<file path="src/rtl/uart_alu_runner_if.sv">
// uart_alu_runner_if: serial pin bundle between a board UART and the packet
// processor.
//   rx_i : serial line into the processor, idle high.
//   tx_o : serial line out of the processor, idle high.
// The slave modport is the processor side. The master modport is the
// board/host side.
interface uart_alu_runner_if;
    logic rx_i;
    logic tx_o;

    modport slave  (input rx_i, output tx_o);
    modport master (output rx_i, input tx_o);
endinterface

</file>
<file path="src/rtl/uart_alu_runner.sv">
// uart_alu_runner: UART-attached packet processor.
// It receives framed command packets (opcode, reserved, len_lo, len_hi,
// payload). It then either echoes the payload or runs a 32-bit unsigned
// ADD / MUL / DIV over little-endian operands, and sends the result bytes
// back over the serial TX line.
// Ports:
//   clk_i   : system clock, rising edge.
//   reset_i : synchronous active-high reset.
//   uart    : serial pins (rx_i in, tx_o out), 8N1, LSB first, idle high.
module uart_alu_runner #(
    parameter int CLK_FREQ_HZ   = 100000000,
    parameter int BAUD_RATE     = 115200,
    parameter int TX_FIFO_DEPTH = 16
) (
    input  logic             clk_i,
    input  logic             reset_i,
    uart_alu_runner_if.slave uart
);

    localparam int BIT_CYC = CLK_FREQ_HZ / BAUD_RATE;
    localparam int CW      = $clog2(BIT_CYC) + 1;
    localparam int AW      = $clog2(TX_FIFO_DEPTH);
    localparam logic [CW-1:0] BIT_LAST  = CW'(BIT_CYC - 1);
    // The edge detector adds one cycle, so the check lands at BIT_CYC/2.
    localparam logic [CW-1:0] HALF_LAST = CW'(BIT_CYC / 2 - 1);

    localparam logic [7:0] OP_ECHO = 8'hEC;
    localparam logic [7:0] OP_ADD  = 8'hA0;
    localparam logic [7:0] OP_MUL  = 8'hA1;
    localparam logic [7:0] OP_DIV  = 8'hA2;

    // ---------------- RX: synchronizer and deserializer ----------------
    typedef enum logic [2:0] {RX_IDLE, RX_START, RX_DATA, RX_STOP, RX_WAIT_HIGH} rx_state_e;
    rx_state_e     rx_state_q, rx_state_d;
    logic          rx_meta_q, rx_sync_q, rx_prev_q;
    logic [CW-1:0] rx_cnt_q, rx_cnt_d;
    logic [2:0]    rx_bit_q, rx_bit_d;
    logic [7:0]    rx_shift_q, rx_shift_d;
    logic          rx_done;
    // A one-byte holding register lets RX keep running while the parser
    // is busy computing or responding.
    logic [7:0]    rx_byte_q, rx_byte_d;
    logic          rx_pend_q, rx_pend_d;
    logic          rx_take;

    always_comb begin
        rx_state_d = rx_state_q;
        rx_cnt_d   = rx_cnt_q + CW'(1);
        rx_bit_d   = rx_bit_q;
        rx_shift_d = rx_shift_q;
        rx_done    = 1'b0;
        case (rx_state_q)
            RX_IDLE: begin
                rx_cnt_d = '0;
                if (rx_prev_q && !rx_sync_q) rx_state_d = RX_START;
            end
            RX_START: begin
                if (rx_cnt_q == HALF_LAST) begin
                    rx_cnt_d   = '0;
                    rx_bit_d   = '0;
                    rx_state_d = rx_sync_q ? RX_IDLE : RX_DATA;
                end
            end
            RX_DATA: begin
                if (rx_cnt_q == BIT_LAST) begin
                    rx_cnt_d   = '0;
                    rx_shift_d = {rx_sync_q, rx_shift_q[7:1]};
                    rx_bit_d   = rx_bit_q + 3'd1;
                    if (rx_bit_q == 3'd7) rx_state_d = RX_STOP;
                end
            end
            RX_STOP: begin
                if (rx_cnt_q == BIT_LAST) begin
                    rx_cnt_d = '0;
                    if (rx_sync_q) begin
                        rx_done    = 1'b1;
                        rx_state_d = RX_IDLE;
                    end else begin
                        rx_state_d = RX_WAIT_HIGH;
                    end
                end
            end
            RX_WAIT_HIGH: begin
                rx_cnt_d = '0;
                if (rx_sync_q) rx_state_d = RX_IDLE;
            end
            default: rx_state_d = RX_IDLE;
        endcase

        rx_byte_d = rx_done ? rx_shift_q : rx_byte_q;
        rx_pend_d = rx_done ? 1'b1 : (rx_take ? 1'b0 : rx_pend_q);
    end

    always_ff @(posedge clk_i) begin
        if (reset_i) begin
            rx_meta_q  <= 1'b1;
            rx_sync_q  <= 1'b1;
            rx_prev_q  <= 1'b1;
            rx_state_q <= RX_IDLE;
            rx_cnt_q   <= '0;
            rx_bit_q   <= '0;
            rx_shift_q <= '0;
            rx_byte_q  <= '0;
            rx_pend_q  <= 1'b0;
        end else begin
            rx_meta_q  <= uart.rx_i;
            rx_sync_q  <= rx_meta_q;
            rx_prev_q  <= rx_sync_q;
            rx_state_q <= rx_state_d;
            rx_cnt_q   <= rx_cnt_d;
            rx_bit_q   <= rx_bit_d;
            rx_shift_q <= rx_shift_d;
            rx_byte_q  <= rx_byte_d;
            rx_pend_q  <= rx_pend_d;
        end
    end

    // ---------------- TX FIFO ----------------
    logic [7:0]  fifo_mem [TX_FIFO_DEPTH];
    logic [AW:0] wr_ptr_q, wr_ptr_d, rd_ptr_q, rd_ptr_d;
    logic        fifo_empty, fifo_full;
    logic [7:0]  fifo_rdata;
    logic        push, tx_load;
    logic [7:0]  push_data;

    assign fifo_empty = (wr_ptr_q == rd_ptr_q);
    assign fifo_full  = (wr_ptr_q[AW] != rd_ptr_q[AW]) &&
                        (wr_ptr_q[AW-1:0] == rd_ptr_q[AW-1:0]);
    assign fifo_rdata = fifo_mem[rd_ptr_q[AW-1:0]];

    always_comb begin
        wr_ptr_d = push    ? wr_ptr_q + (AW+1)'(1) : wr_ptr_q;
        rd_ptr_d = tx_load ? rd_ptr_q + (AW+1)'(1) : rd_ptr_q;
    end

    always_ff @(posedge clk_i) begin
        if (push) fifo_mem[wr_ptr_q[AW-1:0]] <= push_data;
    end

    always_ff @(posedge clk_i) begin
        if (reset_i) begin
            wr_ptr_q <= '0;
            rd_ptr_q <= '0;
        end else begin
            wr_ptr_q <= wr_ptr_d;
            rd_ptr_q <= rd_ptr_d;
        end
    end

    // ---------------- TX serializer ----------------
    // The frame shifts out of bit 0, so the line itself is a flop.
    // The next byte is loaded in the same cycle the stop bit ends, which
    // keeps frames back-to-back.
    logic [9:0]    tx_shift_q, tx_shift_d;
    logic [3:0]    tx_bits_q, tx_bits_d;
    logic [CW-1:0] tx_cnt_q, tx_cnt_d;
    logic          tx_busy_q, tx_busy_d;
    logic          tx_frame_end;

    always_comb begin
        tx_shift_d   = tx_shift_q;
        tx_bits_d    = tx_bits_q;
        tx_cnt_d     = tx_cnt_q;
        tx_busy_d    = tx_busy_q;
        tx_load      = 1'b0;
        tx_frame_end = tx_busy_q && (tx_cnt_q == BIT_LAST) && (tx_bits_q == 4'd9);
        if (tx_busy_q) begin
            if (tx_cnt_q == BIT_LAST) begin
                tx_cnt_d = '0;
                if (tx_bits_q == 4'd9) begin
                    tx_busy_d  = 1'b0;
                    tx_shift_d = '1;
                end else begin
                    tx_shift_d = {1'b1, tx_shift_q[9:1]};
                    tx_bits_d  = tx_bits_q + 4'd1;
                end
            end else begin
                tx_cnt_d = tx_cnt_q + CW'(1);
            end
        end
        if ((!tx_busy_q || tx_frame_end) && !fifo_empty) begin
            tx_load    = 1'b1;
            tx_busy_d  = 1'b1;
            tx_shift_d = {1'b1, fifo_rdata, 1'b0};
            tx_bits_d  = '0;
            tx_cnt_d   = '0;
        end
    end

    always_ff @(posedge clk_i) begin
        if (reset_i) begin
            tx_shift_q <= '1;
            tx_bits_q  <= '0;
            tx_cnt_q   <= '0;
            tx_busy_q  <= 1'b0;
        end else begin
            tx_shift_q <= tx_shift_d;
            tx_bits_q  <= tx_bits_d;
            tx_cnt_q   <= tx_cnt_d;
            tx_busy_q  <= tx_busy_d;
        end
    end

    assign uart.tx_o = tx_shift_q[0];

    // ---------------- Packet parser and ALU ----------------
    typedef enum logic [2:0] {
        P_OPCODE, P_RESERVED, P_LEN_LO, P_LEN_HI,
        P_PAYLOAD, P_COMPUTE, P_RESPOND, P_DISCARD
    } p_state_e;
    p_state_e    p_state_q, p_state_d;
    logic [7:0]  op_q, op_d;
    logic [15:0] len_q, len_d, idx_q, idx_d;
    logic [23:0] opnd_q, opnd_d;     // first three bytes of the operand being assembled
    logic [31:0] acc_q, acc_d;       // ADD/MUL accumulator; dividend A for DIV
    logic [31:0] opb_q, opb_d;       // divisor B
    logic [31:0] rem_q, rem_d, quot_q, quot_d;
    logic [4:0]  div_cnt_q, div_cnt_d;
    logic        div_run_q, div_run_d;
    logic [63:0] resp_q, resp_d;
    logic [3:0]  resp_left_q, resp_left_d;

    logic [31:0] opnd_full;
    logic [15:0] len_full;
    logic [32:0] div_shift;
    logic        div_ge;
    logic [31:0] rem_next, quot_next;
    logic        op_known;

    always_comb begin
        p_state_d   = p_state_q;
        op_d        = op_q;
        len_d       = len_q;
        idx_d       = idx_q;
        opnd_d      = opnd_q;
        acc_d       = acc_q;
        opb_d       = opb_q;
        rem_d       = rem_q;
        quot_d      = quot_q;
        div_cnt_d   = div_cnt_q;
        div_run_d   = div_run_q;
        resp_d      = resp_q;
        resp_left_d = resp_left_q;
        rx_take     = 1'b0;
        push        = 1'b0;
        push_data   = rx_byte_q;

        opnd_full = {rx_byte_q, opnd_q};
        len_full  = {rx_byte_q, len_q[7:0]};
        op_known  = (op_q == OP_ECHO) || (op_q == OP_ADD) ||
                    (op_q == OP_MUL)  || (op_q == OP_DIV);
        // One restoring-division step. When the trial subtraction succeeds,
        // the true difference is below B, so 32-bit wraparound arithmetic
        // gives the exact remainder.
        div_shift = {rem_q, quot_q[31]};
        div_ge    = (div_shift >= {1'b0, opb_q});
        rem_next  = div_ge ? (div_shift[31:0] - opb_q) : div_shift[31:0];
        quot_next = {quot_q[30:0], div_ge};

        case (p_state_q)
            P_OPCODE: begin
                if (rx_pend_q) begin
                    rx_take   = 1'b1;
                    op_d      = rx_byte_q;
                    p_state_d = P_RESERVED;
                end
            end
            P_RESERVED: begin
                if (rx_pend_q) begin
                    rx_take   = 1'b1;
                    p_state_d = P_LEN_LO;
                end
            end
            P_LEN_LO: begin
                if (rx_pend_q) begin
                    rx_take   = 1'b1;
                    len_d     = {len_q[15:8], rx_byte_q};
                    p_state_d = P_LEN_HI;
                end
            end
            P_LEN_HI: begin
                if (rx_pend_q) begin
                    rx_take = 1'b1;
                    len_d   = len_full;
                    idx_d   = '0;
                    opnd_d  = '0;
                    opb_d   = '0;
                    acc_d   = (op_q == OP_MUL) ? 32'd1 : 32'd0;
                    if (!op_known)
                        p_state_d = (len_full == 16'd0) ? P_OPCODE : P_DISCARD;
                    else if (len_full == 16'd0)
                        p_state_d = (op_q == OP_ECHO) ? P_OPCODE : P_COMPUTE;
                    else
                        p_state_d = P_PAYLOAD;
                end
            end
            P_PAYLOAD: begin
                // Echo holds the byte while the FIFO is full; ALU ops never push here.
                if (rx_pend_q && (op_q != OP_ECHO || !fifo_full)) begin
                    rx_take = 1'b1;
                    idx_d   = idx_q + 16'd1;
                    opnd_d  = opnd_full[31:8];
                    if (op_q == OP_ECHO) begin
                        push = 1'b1;
                    end else if (idx_q[1:0] == 2'd3) begin
                        case (op_q)
                            OP_ADD:  acc_d = acc_q + opnd_full;
                            OP_MUL:  acc_d = acc_q * opnd_full;
                            default: begin
                                if (idx_q[15:2] == 14'd0)      acc_d = opnd_full;
                                else if (idx_q[15:2] == 14'd1) opb_d = opnd_full;
                            end
                        endcase
                    end
                    if (idx_q + 16'd1 == len_q)
                        p_state_d = (op_q == OP_ECHO) ? P_OPCODE : P_COMPUTE;
                end
            end
            P_COMPUTE: begin
                if (op_q == OP_DIV) begin
                    if (!div_run_q) begin
                        div_run_d = 1'b1;
                        rem_d     = '0;
                        quot_d    = acc_q;
                        div_cnt_d = '0;
                    end else begin
                        rem_d     = rem_next;
                        quot_d    = quot_next;
                        div_cnt_d = div_cnt_q + 5'd1;
                        if (div_cnt_q == 5'd31) begin
                            div_run_d   = 1'b0;
                            resp_d      = {quot_next, rem_next};
                            resp_left_d = 4'd8;
                            p_state_d   = P_RESPOND;
                        end
                    end
                end else begin
                    resp_d      = {32'd0, acc_q};
                    resp_left_d = 4'd4;
                    p_state_d   = P_RESPOND;
                end
            end
            P_RESPOND: begin
                if (!fifo_full) begin
                    push        = 1'b1;
                    push_data   = resp_q[7:0];
                    resp_d      = {8'd0, resp_q[63:8]};
                    resp_left_d = resp_left_q - 4'd1;
                    if (resp_left_q == 4'd1) p_state_d = P_OPCODE;
                end
            end
            P_DISCARD: begin
                if (rx_pend_q) begin
                    rx_take = 1'b1;
                    idx_d   = idx_q + 16'd1;
                    if (idx_q + 16'd1 == len_q) p_state_d = P_OPCODE;
                end
            end
            default: p_state_d = P_OPCODE;
        endcase
    end

    always_ff @(posedge clk_i) begin
        if (reset_i) begin
            p_state_q   <= P_OPCODE;
            op_q        <= '0;
            len_q       <= '0;
            idx_q       <= '0;
            opnd_q      <= '0;
            acc_q       <= '0;
            opb_q       <= '0;
            rem_q       <= '0;
            quot_q      <= '0;
            div_cnt_q   <= '0;
            div_run_q   <= 1'b0;
            resp_q      <= '0;
            resp_left_q <= '0;
        end else begin
            p_state_q   <= p_state_d;
            op_q        <= op_d;
            len_q       <= len_d;
            idx_q       <= idx_d;
            opnd_q      <= opnd_d;
            acc_q       <= acc_d;
            opb_q       <= opb_d;
            rem_q       <= rem_d;
            quot_q      <= quot_d;
            div_cnt_q   <= div_cnt_d;
            div_run_q   <= div_run_d;
            resp_q      <= resp_d;
            resp_left_q <= resp_left_d;
        end
    end

endmodule

</file>
<file path="src/flat_wrapper.sv">
// flat-port wrapper written by rule: the top's interface ports become plain ports
module uart_alu_runner_flat 
#(
    parameter int CLK_FREQ_HZ   = 100000000,
    parameter int BAUD_RATE     = 115200,
    parameter int TX_FIFO_DEPTH = 16
)
  (clk_i, reset_i, uart_rx_i, uart_tx_o);
  uart_alu_runner_if uart_i ();
  input  logic clk_i;
  input  logic reset_i;
  input wire logic [$bits(uart_i.rx_i)-1:0] uart_rx_i;
  output wire logic [$bits(uart_i.tx_o)-1:0] uart_tx_o;
  assign uart_i.rx_i = uart_rx_i;
  assign uart_tx_o = uart_i.tx_o;
  uart_alu_runner #(.CLK_FREQ_HZ(CLK_FREQ_HZ), .BAUD_RATE(BAUD_RATE), .TX_FIFO_DEPTH(TX_FIFO_DEPTH)) u_core (.clk_i(clk_i), .reset_i(reset_i), .uart(uart_i));
endmodule
</file>
<file path="config.mk">
export PLATFORM = sky130hd
export DESIGN_NAME = uart_alu_runner_flat
export DESIGN_NICKNAME = d
export VERILOG_FILES = /design/src/rtl/uart_alu_runner_if.sv /design/src/rtl/uart_alu_runner.sv /design/src/flat_wrapper.sv
export SDC_FILE = /design/constraint.sdc
export NUM_CORES = 2
export LEC_CHECK = 0
export BUFFER_PORTS_ARGS = -buffer_cell sky130_fd_sc_hd__buf_2
export CORE_AREA = 5 5 331 414
export CTS_BUF_LIST = sky130_fd_sc_hd__clkbuf_16
export CTS_CLUSTER_DIAMETER = 150
export DETAILED_ROUTE_END_ITERATION = 12
export DIE_AREA = 0 0 336 419
export GPL_TIMING_DRIVEN = 0
export PLACE_DENSITY_LB_ADDON = 0.15
export SLEW_MARGIN = 40
export SYNTH_ARGS = -nofsm -noshare
export SYNTH_HDL_FRONTEND = slang
export SYNTH_SLANG_ARGS = --single-unit
export TNS_END_PERCENT = 20
</file>
<file path="constraint.sdc">
create_clock -name clk_i -period 10.4 [get_ports clk_i]
set_input_delay 1.04 -clock clk_i [delete_from_list [all_inputs] [get_ports clk_i]]
set_output_delay 1.04 -clock clk_i [all_outputs]
set_load 0.05 [all_outputs]
</file>
-- After elaboration in Yosys (flattened, before gate mapping)
Memory sizes are Yosys's and may differ from the RTL's. A register that Yosys moved wholly into a read port is not among the register bits.
Index checks and enable logic that the tools add are counted.
- register bits after elaboration: 342
- bits in writable memories: 128
- bits of input ports: 3
- output and inout port bits: 1
- logic and storage cells: 250
- memories: 1
- memory list (memory ; words ; width ; read ports ; clocked after Yosys merged registers in ; write ports ; line ; text):
    u_core.fifo_mem ; 16 ; 8 ; 1 ; 1 ; 1 ; uart_alu_runner.sv:119 ; logic [7:0] fifo_mem [TX_FIFO_DEPTH];
- $add $sub $neg: 11
- $mul: 1
- $lt $le $gt $ge: 1
- equal/unequal tests: 53
- multiplexer cells: 103
- bitwise operators: 3
- reductions and logical operators: 47
- operators with widths (kind ; number):
    $mux W32 ; 15
    $mux W64 ; 4
    $pmux W32 S2 ; 3
    $pmux W64 S2 ; 1
    $mux W3 ; 26
    $mux W16 ; 4
    $mux W24 ; 2
    $pmux W16 S3 ; 1
    $pmux W24 S2 ; 1
    $mux W9 ; 4
    $ne A2 B1 Y1 const B ; 17
    $ge A33 B32 Y1 ; 1
    $mux W11 ; 3
    $pmux W11 S3 ; 1
    $add A32 B32 Y32 ; 1
    $eq A8 B8 Y1 const B ; 4
    $mul A32 B32 Y32 ; 1
    $pmux W16 S2 ; 1
    $sub A32 B32 Y32 ; 1
    $mux W4 ; 6
    $mux W8 ; 3
    $pmux W3 S8 ; 1
    $add A11 B1 Y11 const B ; 2
    $eq A11 B10 Y1 const B ; 2
    other kinds (47) ; 114

-- Logic depth before layout (Yosys ltp)
- depth in word-level cells: 9
- mapped depth: 28
- depth with buffers taken out: 26

-- Worst setup path before layout
Ideal clock, no wire load.
- path kind: reg2reg
- start point: register u_core.opnd_q[6]
- end point: register u_core.acc_q[30]
- data arrival time: 6877 ps
- data required time: 10283 ps
- setup slack: 3406 ps
- cell stages (with the launch flop): 26
- path buffers: 2
- period minus slack after synthesis: 6994 ps
- cell sequence: dfxtp_1 clkbuf_1 clkbuf_1 and2_1 fa_1 fa_1 fa_1 inv_1 fa_1 inv_1 fa_1 inv_1 fa_1 inv_1 fa_1 fa_1 ha_1 a21o_1 a21oi_1 o21ai_0 a21oi_1 o21ai_1 a221o_1 a2111oi_0 a211oi_1 a32o_1
- longest elaborated chain between the ends: 6
- ends and longest elaborated chain (element ; line ; text):
    from (decl) ; uart_alu_runner.sv:214 ; logic [23:0] opnd_q, opnd_d;
    from (signal assigned) ; uart_alu_runner.sv:383 ; opnd_q <= opnd_d;
    $mul A32 B32 Y32 or $add A32 B32 Y32 (tied branches) ; uart_alu_runner.sv:308, uart_alu_runner.sv:307 ;
    $pmux W32 S2 (*) ; uart_alu_runner.sv:306 ; case (op_q)
    $mux W32 (*) ; uart_alu_runner.sv:305 ; end else if (idx_q[1:0] == 2'd3) begin
    $mux W32 (*) ; uart_alu_runner.sv:303 ; if (op_q == OP_ECHO) begin
    $mux W32 (*) ; uart_alu_runner.sv:299 ; if (rx_pend_q && (op_q != OP_ECHO || !fifo_full)) begin
    $pmux W32 S2 (*) ; uart_alu_runner.sv:260 ; case (p_state_q)
    to (signal assigned) ; uart_alu_runner.sv:370 ; acc_q <= '0;
    to (signal assigned) ; uart_alu_runner.sv:384 ; acc_q <= acc_d;
    to (decl) ; uart_alu_runner.sv:215 ; logic [31:0] acc_q, acc_d;
Mark *: on every way between the ends. The rest lies on a longest branch, timed or not. The select of a mux whose other input is x is not followed.
A chain may end at the register's enable or synchronous reset.

-- Final worst setup path
- start point: register u_core.opnd_q[4]
- end point: register u_core.acc_q[30]
Same word-level chain as after synthesis.

==> flow_summary.toml <==
[critical_path]
crit_fanout = 10
ff2ff_path_depth = 25
crit_path_max_incr_delay_ps = 700
crit_type = "reg2reg"
crit_top_cell = "fa_1"
startpoint_type = "flip-flop"
end_kind = "flip-flop"
critPathSlowestCell = "clkbuf_1"
required_ps = 10990
critPathArrivalTime_ps = 9490

[sta]
layout_min_cycle_time_ps = 8900
fin_hold_ws_ps = 408
period_share = 0.856
fin_setup_tns_ps = 0
final.setup_skew_ps = 37.0
slew_violations = 0
rsz0062_at_grt = "false"
hold_violations = 0
tightestPinTransition_ps = 944
setup_slack_ps = 1500
slew_headroom = 0.370
fmax_mhz = 112
setup_viol_count_final = 0

[route]
wl_per_cell_um = 24.8
avgViaCountPerCell = 5.18
drt-pass1-iter-count = 6
initialDrtViolationCount = 2432
postRouteAntennaNets = 0
drc = 0
routed_wl_um = 155000
vias = 32200

[die]
die_w_um = 336
die_height_um = 419
core_um2 = 133000
rows = 150
io_pins = 4
die_area_um2 = 141000
initial_core_util = 0.298

[placed_design]
hpwl_um = 119000
pre_cts_ws_ps = 1640
gp_congestion = 0.926
numPortBuffers = 3
dp_cells = 6118
placed_area_um2 = 41900

[worst_hold_path]
min_path_type = "reg2reg"
min_path_cells = 1

[yosys]
ys_async_sr_fraction = 0
netlist_top_cells_area = "fa_1 (21%), dfxtp_1 (17%), edfxtp_1 (9.7%), ha_1 (6.4%), and2_1 (5.1%)"
synth_area_per_cell_um2 = 9.06
ys_warn_count = 0
synth_common_cells = "nand2_1 (477), inv_1 (451), fa_1 (410)"
synth_enable_flop_cells = 128
synth_flop_cell = "dfxtp_1"
synth_seq_area_share = 0.272
ys_types = 90
yosysTopAreaCellShare = 0.208
synth_nets = 4980
synth_area_leader_cell = "fa_1"
synth_seq_cells = 473
synth_most_common_cell = "nand2_1"
syn-instance-count = 4364
synth.cell_area_um2 = 39500

[global_routing]
grt_max_degree = 17
antenna_found_initial = 5
grt_usage = 0.216
grt_overflow_total = 0
grt_pass1_wl_um = 225000
grt_pass1_vias = 33000

[final_layout]
postLayoutCellArea_um2 = 43700
fill_cells = 14100
fin_cells = 6221
post-route-util = 0.329
num-nets-final = 5041
areaGrowthSynthToFinish_pct = 10.5
drive_gt1_frac = 0.0604

[power_and_ir_drop]
ir_drop_mv = 0.112
p_leak_nw = 17.4
p_total_mw = 3.93
p_per_area_nw_per_um2 = 89.9

[clock_network]
cts_resized = 0
cts.clk_slew.worst_paths_ps = 60
postCtsSetupRepairBufs = 0
clock_latency_ps = 650
cts.sinks = 473
numCtsBuffers = 53
h-tree-depth = 2
cts_hold_repair.buffers = 0
cts_tree = "yes"
clockRootBuffer = "clkbuf_16"
cts_buffer_depth = 3

[job]
max_cap_violations = 0

[outcome]
status = "finished clean"
final cells by class:
class	instances	area, um^2	share of cell area
antenna	3	7.51	0.000172
tap	1748	2190	0.0501
clock inverter	47	417	0.00954
timing repair buffer	6	41.3	0.000945
inverter	452	1700	0.0388
clock buffer	53	1330	0.0304
buffer	285	1200	0.0274
multi-input combinational	3154	26100	0.597
sequential	473	10800	0.246
power breakdown:
group	internal, mW	switching, mW	total (mW)
registers	1.89	0.00530	1.89
logic	0.0346	0.0740	0.109
clock network	1.06	0.864	1.93
total	2.99	0.943	3.93
sequential cells by signal, summed over array words and instances (netlist names), 5 cells and up, named ones only:
signal / flops
u_core.rx_cnt_q: 11
u_core.acc_q: 32
u_core.rx_byte_q: 8
u_core.tx_cnt_q: 11
u_core.tx_shift_q: 9
u_core.div_cnt_q: 5
u_core.quot_q: 32
u_core.wr_ptr_q: 5
u_core.op_q: 8
u_core.opnd_q: 24
u_core.len_q: 16
u_core.rd_ptr_q: 5
u_core.opb_q: 32
u_core.rem_q: 32
u_core.resp_q: 64
u_core.fifo_mem: 128
u_core.rx_shift_q: 8
u_core.idx_q: 16
layout by cell type (no fill, tap or decap), types with 25 or more instances in the layout:
cell type  synthesis  layout
nand2_1          477     477
inv_1            451     464
fa_1             410     410
dfxtp_1          345     343
and2_1           322     322
nor2_1           296     283
a21oi_1          247     247
ha_1             203     203
clkbuf_1         253     193
o21ai_0          154     154
edfxtp_1         128     128
xnor2_1          120     120
nand3_1          112     112
nor3_1           112     106
mux2i_1           64      64
xor2_1            62      62
clkbuf_2           0      61
clkbuf_16          0      53
a211oi_1          51      51
a21o_1            40      40
mux4_2            40      40
o211ai_1          37      37
nand4_1           32      32
a22oi_1           29      29
a311oi_1          25      25
logic make-up after synthesis:
family / after synthesis / share of synthesized area
AND/OR/NAND/NOR: 1515 / 0.187
buffers and inverters: 737 / 0.0712
AO/OA/AOI/OAI: 731 / 0.117
adder cells (fa/ha/maj): 613 / 0.272
flip-flops: 473 / 0.272
XOR/XNOR: 182 / 0.0403
multiplexers: 113 / 0.0415
worst max-delay path, delay by kind of cell (launching register included):
| family | cells | cell delay (ps) |
|---|---|---|
| AO/OA/AOI/OAI | 5 | 1590 |
| buffers and inverters | 6 | 1610 |
| flip-flops | 1 | 450 |
| AND/OR/NAND/NOR | 5 | 1140 |
| adder cells (fa/ha/maj) | 9 | 4040 |
per-layer routing:
layer  share of wire  vias up  GRT usage
li1                -    14700          -
met1            0.39    16200      0.258
met2            0.50      980      0.392
met3           0.047      328     0.0244
met4           0.055        0     0.0965
met5               0        -          0
worst paths after layout:
| check | slack (ps) | to | start |
|---|---|---|---|
| min reg2reg | 410 | u_core.rx_sync_q | u_core.rx_meta_q |
| max reg2reg | 1500 | u_core.acc_q[30] | u_core.opnd_q[4] |
| min | 410 | u_core.rx_sync_q | u_core.rx_meta_q |
| max | 1500 | u_core.acc_q[30] | u_core.opnd_q[4] |
Note: power is estimated with default switching activity, not from simulation.
